==> config.mk <==
export PLATFORM = sky130hd
export DESIGN_NAME = lsu_align
export DESIGN_NICKNAME = d
export VERILOG_FILES = /design/src/rtl/lsu_pkg.sv /design/src/rtl/lsu_lane.sv /design/src/rtl/lsu_align.sv
export SDC_FILE = /design/constraint.sdc
export NUM_CORES = 1
export LEC_CHECK = 0
export ABC_AREA = 1
export BUFFER_PORTS_ARGS = -buffer_cell sky130_fd_sc_hd__buf_2
export CORE_MARGIN = 5
export CORE_UTILIZATION = 41
export DETAILED_ROUTE_END_ITERATION = 10
export GPL_ROUTABILITY_DRIVEN = 0
export PLACE_DENSITY = 0.73
export SYNTH_ARGS = -nofsm -noshare
export SYNTH_HDL_FRONTEND = slang
export SYNTH_SLANG_ARGS = --single-unit
==> constraint.sdc <==
create_clock -name clk -period 3.1 [get_ports clk]
set_input_delay 0.465 -clock clk [delete_from_list [all_inputs] [get_ports clk]]
set_output_delay 0.465 -clock clk [all_outputs]
set_load 0.02 [all_outputs]
==> src/rtl/lsu_pkg.sv <==
// Shared constants, state encoding and access-legality helper for the LSU alignment unit.
package lsu_pkg;

  localparam logic [2:0] F3_B  = 3'b000;
  localparam logic [2:0] F3_H  = 3'b001;
  localparam logic [2:0] F3_W  = 3'b010;
  localparam logic [2:0] F3_BU = 3'b100;
  localparam logic [2:0] F3_HU = 3'b101;

  typedef enum logic [2:0] {
    S_IDLE,
    S_RD_ISSUE,
    S_RD_DATA,
    S_WR_ISSUE,
    S_RESP
  } lsu_state_t;

  // True when the access is misaligned for its size or uses an unsupported funct3.
  function automatic logic access_illegal(input logic write, input logic [2:0] f3,
                                          input logic [1:0] off);
    logic bad;
    bad = 1'b0;
    if (write) begin
      case (f3)
        F3_B:    bad = 1'b0;
        F3_H:    bad = off[0];
        F3_W:    bad = |off;
        default: bad = 1'b1;
      endcase
    end else begin
      case (f3)
        F3_B, F3_BU: bad = 1'b0;
        F3_H, F3_HU: bad = off[0];
        F3_W:        bad = |off;
        default:     bad = 1'b1;
      endcase
    end
    return bad;
  endfunction

endpackage

==> src/rtl/lsu_lane.sv <==
// Byte/halfword lane logic: load extraction with extension, and store merge into an old word.
module lsu_lane
  import lsu_pkg::*;
(
  input  logic [31:0] old_word,
  input  logic [31:0] new_data,
  input  logic [2:0]  funct3,
  input  logic [1:0]  offset,
  output logic [31:0] load_data,
  output logic [31:0] store_word
);

  logic [7:0]  sel_byte;
  logic [15:0] sel_half;

  // Pick the addressed byte and halfword out of the memory word.
  always_comb begin
    sel_byte = '0;
    case (offset)
      2'd0: sel_byte = old_word[7:0];
      2'd1: sel_byte = old_word[15:8];
      2'd2: sel_byte = old_word[23:16];
      2'd3: sel_byte = old_word[31:24];
      default: sel_byte = '0;
    endcase
    sel_half = offset[1] ? old_word[31:16] : old_word[15:0];
  end

  // Extend the selected lane according to the load type.
  always_comb begin
    load_data = '0;
    case (funct3)
      F3_B:    load_data = {{24{sel_byte[7]}}, sel_byte};
      F3_BU:   load_data = {24'd0, sel_byte};
      F3_H:    load_data = {{16{sel_half[15]}}, sel_half};
      F3_HU:   load_data = {16'd0, sel_half};
      F3_W:    load_data = old_word;
      default: load_data = '0;
    endcase
  end

  // Merge the new byte/half into the old word; full words pass straight through.
  always_comb begin
    store_word = old_word;
    case (funct3)
      F3_B: begin
        case (offset)
          2'd0: store_word[7:0]   = new_data[7:0];
          2'd1: store_word[15:8]  = new_data[7:0];
          2'd2: store_word[23:16] = new_data[7:0];
          2'd3: store_word[31:24] = new_data[7:0];
          default: store_word = old_word;
        endcase
      end
      F3_H: begin
        if (offset[1]) store_word[31:16] = new_data[15:0];
        else           store_word[15:0]  = new_data[15:0];
      end
      default: store_word = new_data;
    endcase
  end

endmodule

==> src/rtl/lsu_align.sv <==
// Load/store alignment unit in front of a word-only memory; SB/SH done as read-modify-write.
module lsu_align
  import lsu_pkg::*;
(
  input  logic        clk,
  input  logic        reset,
  input  logic        req_valid,
  input  logic        req_write,
  input  logic [2:0]  req_funct3,
  input  logic [31:0] req_addr,
  input  logic [31:0] req_wdata,
  output logic        req_ready,
  output logic        rsp_valid,
  output logic [31:0] rsp_rdata,
  output logic        rsp_misaligned,
  output logic        mem_write,
  output logic [31:0] mem_address,
  output logic [31:0] mem_wdata,
  input  logic [31:0] mem_rdata
);

  lsu_state_t  state, state_nxt;
  logic        write_q;
  logic [2:0]  f3_q;
  logic [31:0] addr_q;
  logic [31:0] wdata_q;
  logic [31:0] rdata_q;
  logic        mis_q;
  logic        req_err;
  logic [31:0] load_data;
  logic [31:0] store_word;

  assign req_err = access_illegal(req_write, req_funct3, req_addr[1:0]);

  lsu_lane u_lane (
    .old_word   (mem_rdata),
    .new_data   (wdata_q),
    .funct3     (f3_q),
    .offset     (addr_q[1:0]),
    .load_data  (load_data),
    .store_word (store_word)
  );

  // State register plus request capture and response data registers.
  always_ff @(posedge clk) begin
    if (reset) begin
      state   <= S_IDLE;
      write_q <= 1'b0;
      f3_q    <= '0;
      addr_q  <= '0;
      wdata_q <= '0;
      rdata_q <= '0;
      mis_q   <= 1'b0;
    end else begin
      state <= state_nxt;
      case (state)
        S_IDLE: begin
          if (req_valid) begin
            write_q <= req_write;
            f3_q    <= req_funct3;
            addr_q  <= req_addr;
            wdata_q <= req_wdata;
            if (req_err) begin
              rdata_q <= '0;
              mis_q   <= 1'b1;
            end
          end
        end
        S_RD_DATA: begin
          // Stores keep the merged word for WR_ISSUE; loads publish their result now.
          if (write_q) begin
            wdata_q <= store_word;
          end else begin
            rdata_q <= load_data;
            mis_q   <= 1'b0;
          end
        end
        S_WR_ISSUE: begin
          rdata_q <= '0;
          mis_q   <= 1'b0;
        end
        default: ;
      endcase
    end
  end

  // Next-state sequencing and memory/handshake outputs.
  always_comb begin
    state_nxt   = state;
    req_ready   = 1'b0;
    rsp_valid   = 1'b0;
    mem_write   = 1'b0;
    mem_address = {addr_q[31:2], 2'b00};
    mem_wdata   = '0;
    case (state)
      S_IDLE: begin
        req_ready   = 1'b1;
        mem_address = '0;
        if (req_valid) begin
          if (req_err)                        state_nxt = S_RESP;
          else if (req_write && req_funct3 == F3_W) state_nxt = S_WR_ISSUE;
          else                                state_nxt = S_RD_ISSUE;
        end
      end
      S_RD_ISSUE: state_nxt = S_RD_DATA;
      S_RD_DATA:  state_nxt = write_q ? S_WR_ISSUE : S_RESP;
      S_WR_ISSUE: begin
        // Gated by reset so an aborted access never reaches memory.
        mem_write = ~reset;
        mem_wdata = wdata_q;
        state_nxt = S_RESP;
      end
      S_RESP: begin
        rsp_valid = ~reset;
        state_nxt = S_IDLE;
      end
      default: state_nxt = S_IDLE;
    endcase
  end

  assign rsp_rdata      = rdata_q;
  assign rsp_misaligned = mis_q;

endmodule

==> metrics.md <==
| Metric | Value |
|---|---|
| PwrDens | `~470 nW/um^2` |
| Cell area after synthesis | `6340 um^2` |
| # DRC | `0` |
| Crit-path leading delay family | `simple AND/OR/NAND/NOR gates` |
| Synth top area share | `0.329` |
| P_leak | `3.72 nW` |
| Die extent in y | `134 um` |
| Initial antenna violation count | `4` |
| Fillers | `between 1,500 and 2,000` |
| Tmin final | `2470 ps` |
| Final ANT Viol Nets | `0` |
| Max cap viols | `0` |
| # Post-CTS Setup Buffers | `0` |
| Final Hold Vio Count | `0` |
| First-pass GRT wire length | `31.8 mm` |
| PortBufs | `200` |
| Htree depth | `3` |
| Drt pass-1 iters | `5` |
| Final-stage net count | `1,286` |
| CP cell instances | `nand2_2, nor2_4, nand2_1, nand2_1, nor2_4, nand3_2, nor2_1, nor2_1, nor2_1` |
| Vias in the first global route | `~6,500` |
| Cell variety after synth | `36` |
| Commonest non-fill, non-tap cell in the layout | `nand2_1` |
| CTS buffer count | `9` |
| CTS Hold Buffers Added | `0` |
| Path length in cells of the critical path | `9` |
| Critical path class | `reg2reg` |
| Setup TNS | `0 ps` |
| Gr usage total | `0.219` |
| Reg2reg path depth | `9` |
| Grt total ovfl | `0` |
| Combinational share of power | `0.233` |
| DP Worst Slack | `248 ps` |
| Syn avg cell area | `6.15 um^2` |
| HPWL Detailed | `15.6 mm` |
| Share of cells above drive strength 1 | `0.222` |
| Switch Pwr | `1.16 mW` |
| I/O pin count | `around 200` |
| Clk pwr share | `0.349` |
| Top cell by count, worst path | `nor2_1` |
| Status | `finished clean` |
| CP Max Fanout | `31` |
| Slew @ Worst Pin | `859 ps` |
| Post-cts sizing count | `0` |
| Switch share | `0.321` |
| Clock-pin transition on the worst setup and hold timing paths | `70 ps` |
| Post-route clock period utilization | `0.796` |
| Hold Crit Class | `in2reg` |
| Largest net degree at the start of global routing | `58` |
| Core Rows | `45` |
| FF+latch count, synth | `104` |
| Ys Warns | `0` |
| Leading area contributor after synthesis | `dfxtp_1` |
| Syn Inst Count | `a little over 1,000` |
| Vias | `~7,100` |
| Sequential-to-total area share from yosys stat | `0.329` |
| Slew HR | `0.425` |
| Wire per inst | `14.8 um` |
| Die area | `18,000 um^2` |
| Starting density of the core | `0.417` |
| Count of pins over their slew limit | `0` |
| Final setup vio count | `0` |
| Worst path bufs/invs | `0` |
| Longest Clk Path Bufs | `2` |
| Clock network latency to the later pin of the worst-skew pair | `350 ps` |
| Arrival time worst endpoint | `2760 ps` |
| CTS tree | `done` |
| Die width | `134 um` |
| Area contributors post-synth | `dfxtp_1 33%, nand2_1 12%, nor2_1 11%` |
| Critical path endpoint category | `register` |
| Sequential share of power | `0.419` |
| Via/cell ratio | `5.13` |
| Critical path's slowest cell | `nand3_2` |
| Internal power | `2.45 mW` |
| Hold Path Depth | `3` |
| CP Launch Type | `register` |
| CTS sink cnt | `104` |
| Commonest non-fill, non-tap cells in the layout | `204 x nand2_1, 200 x buf_2, 194 x nor2_1` |
| WL final | `20.5 mm` |
| RSZ-0062 raised after global routing | `false` |
| CORE AREA | `15,200 um^2` |
| Required @ worst endpoint | `3390 ps` |
| VDD IR max | `roughly 250 uV` |
| Layout area overhead | `21.1%` |
| Clk root buf | `clkbuf_16` |
| Fmax achieved | `405 MHz` |
| Clock skew | `9.50 ps` |
| Iter 0 DRT Violations | `680` |
| Slack of the critical path | `631 ps` |
| Slowest stage delay, CP | `590 ps` |
==> worst min-delay path, delay by kind of cell <==
family	cells	cell delay, ps
compound gates	2	170
buf+inv	1	70
==> flip-flops by register name (all words and copies together) (netlist names) <==
signal / flops
addr_q: 32
rsp_rdata: 32
wdata_q: 32
f3_q: 3
state: 3
rsp_misaligned: 1
write_q: 1
==> area by class of cell <==
class | count | area, um^2 | share of cell area
multi-input cells | 752 | 3530 | 0.460
flip-flops and latches | 104 | 2080 | 0.272
repair buffers | 210 | 1090 | 0.142
inverters | 106 | 400 | 0.0522
clock buffers | 11 | 253 | 0.0329
well taps | 188 | 235 | 0.0307
clock inverters | 5 | 78.8 | 0.0103
diodes | 2 | 5.00 | 0.000652
==> synth_stat cells, drive strengths merged <==
library cell	number
a21oi	106
o21a	1
dfxtp	104
buf	29
a21boi	26
conb	1
nand3	31
nand2	210
nor2	202
nor3	2
clkbuf	40
or2	1
nand3b	8
nor4	1
inv	106
o211ai	2
o31ai	1
o21bai	1
nand4	7
o21ai	151
==> layer usage <==
| metal | wire length [um] | vias to the layer above | share of wire | GRT usage |
|---|---|---|---|---|
| met4 | 775 | 6 | 0.038 | 0.0995 |
| li1 | - | 3598 | - | - |
| met1 | 8500 | 3073 | 0.42 | 0.276 |
| met2 | 9170 | 334 | 0.45 | 0.347 |
| met5 | 29 | - | 0.0014 | 0 |
| met3 | 1980 | 59 | 0.097 | 0.0619 |
==> path summary, 6_finish.rpt <==
check	endpoint	start	slack [ps]
worst max-delay path	rsp_rdata[23]$_SDFFE_PP0P_	state[1]$_SDFFE_PP0N_	630
worst min-delay path	addr_q[11]$_SDFFE_PP0P_	req_addr[11]	390
worst max register to register	rsp_rdata[23]$_SDFFE_PP0P_	state[1]$_SDFFE_PP0N_	630
worst min register to register	addr_q[11]$_SDFFE_PP0P_	addr_q[11]$_SDFFE_PP0P_	450
==> power by group through the flow <==
stage                     clock [mW]  sequential [mW]  combinational (mW)
after floorplan                    0             1.50               0.618
after global placement             0             1.54               0.824
after detailed placement           0             1.54               0.829
after CTS                       1.28             1.51               0.833
after global routing            1.34             1.52               0.945
final                           1.26             1.51               0.839
==> through the flow <==
step	power, mW	utilization	std cells	hold WS, ps	instance area [um^2]
after floorplan	2.12	-	1031	430	6340
after global placement	2.36	0.482	1360	439	7330
after detailed placement	2.37	0.482	1360	443	7330
after CTS	3.62	0.504	1376	383	7660
after global routing	3.81	0.504	1377	385	7670
final	3.61	0.505	1378	390	7670
==> logic make-up after synthesis <==
group,count (synthesis),share of synthesized area
and+or+nand+nor,462,0.308
AOI/OAI and AO/OA,288,0.246
buffers and inverters,175,0.117
DFF,104,0.329
other,1,0.000592
Note: power is estimated with default switching activity, not from simulation.
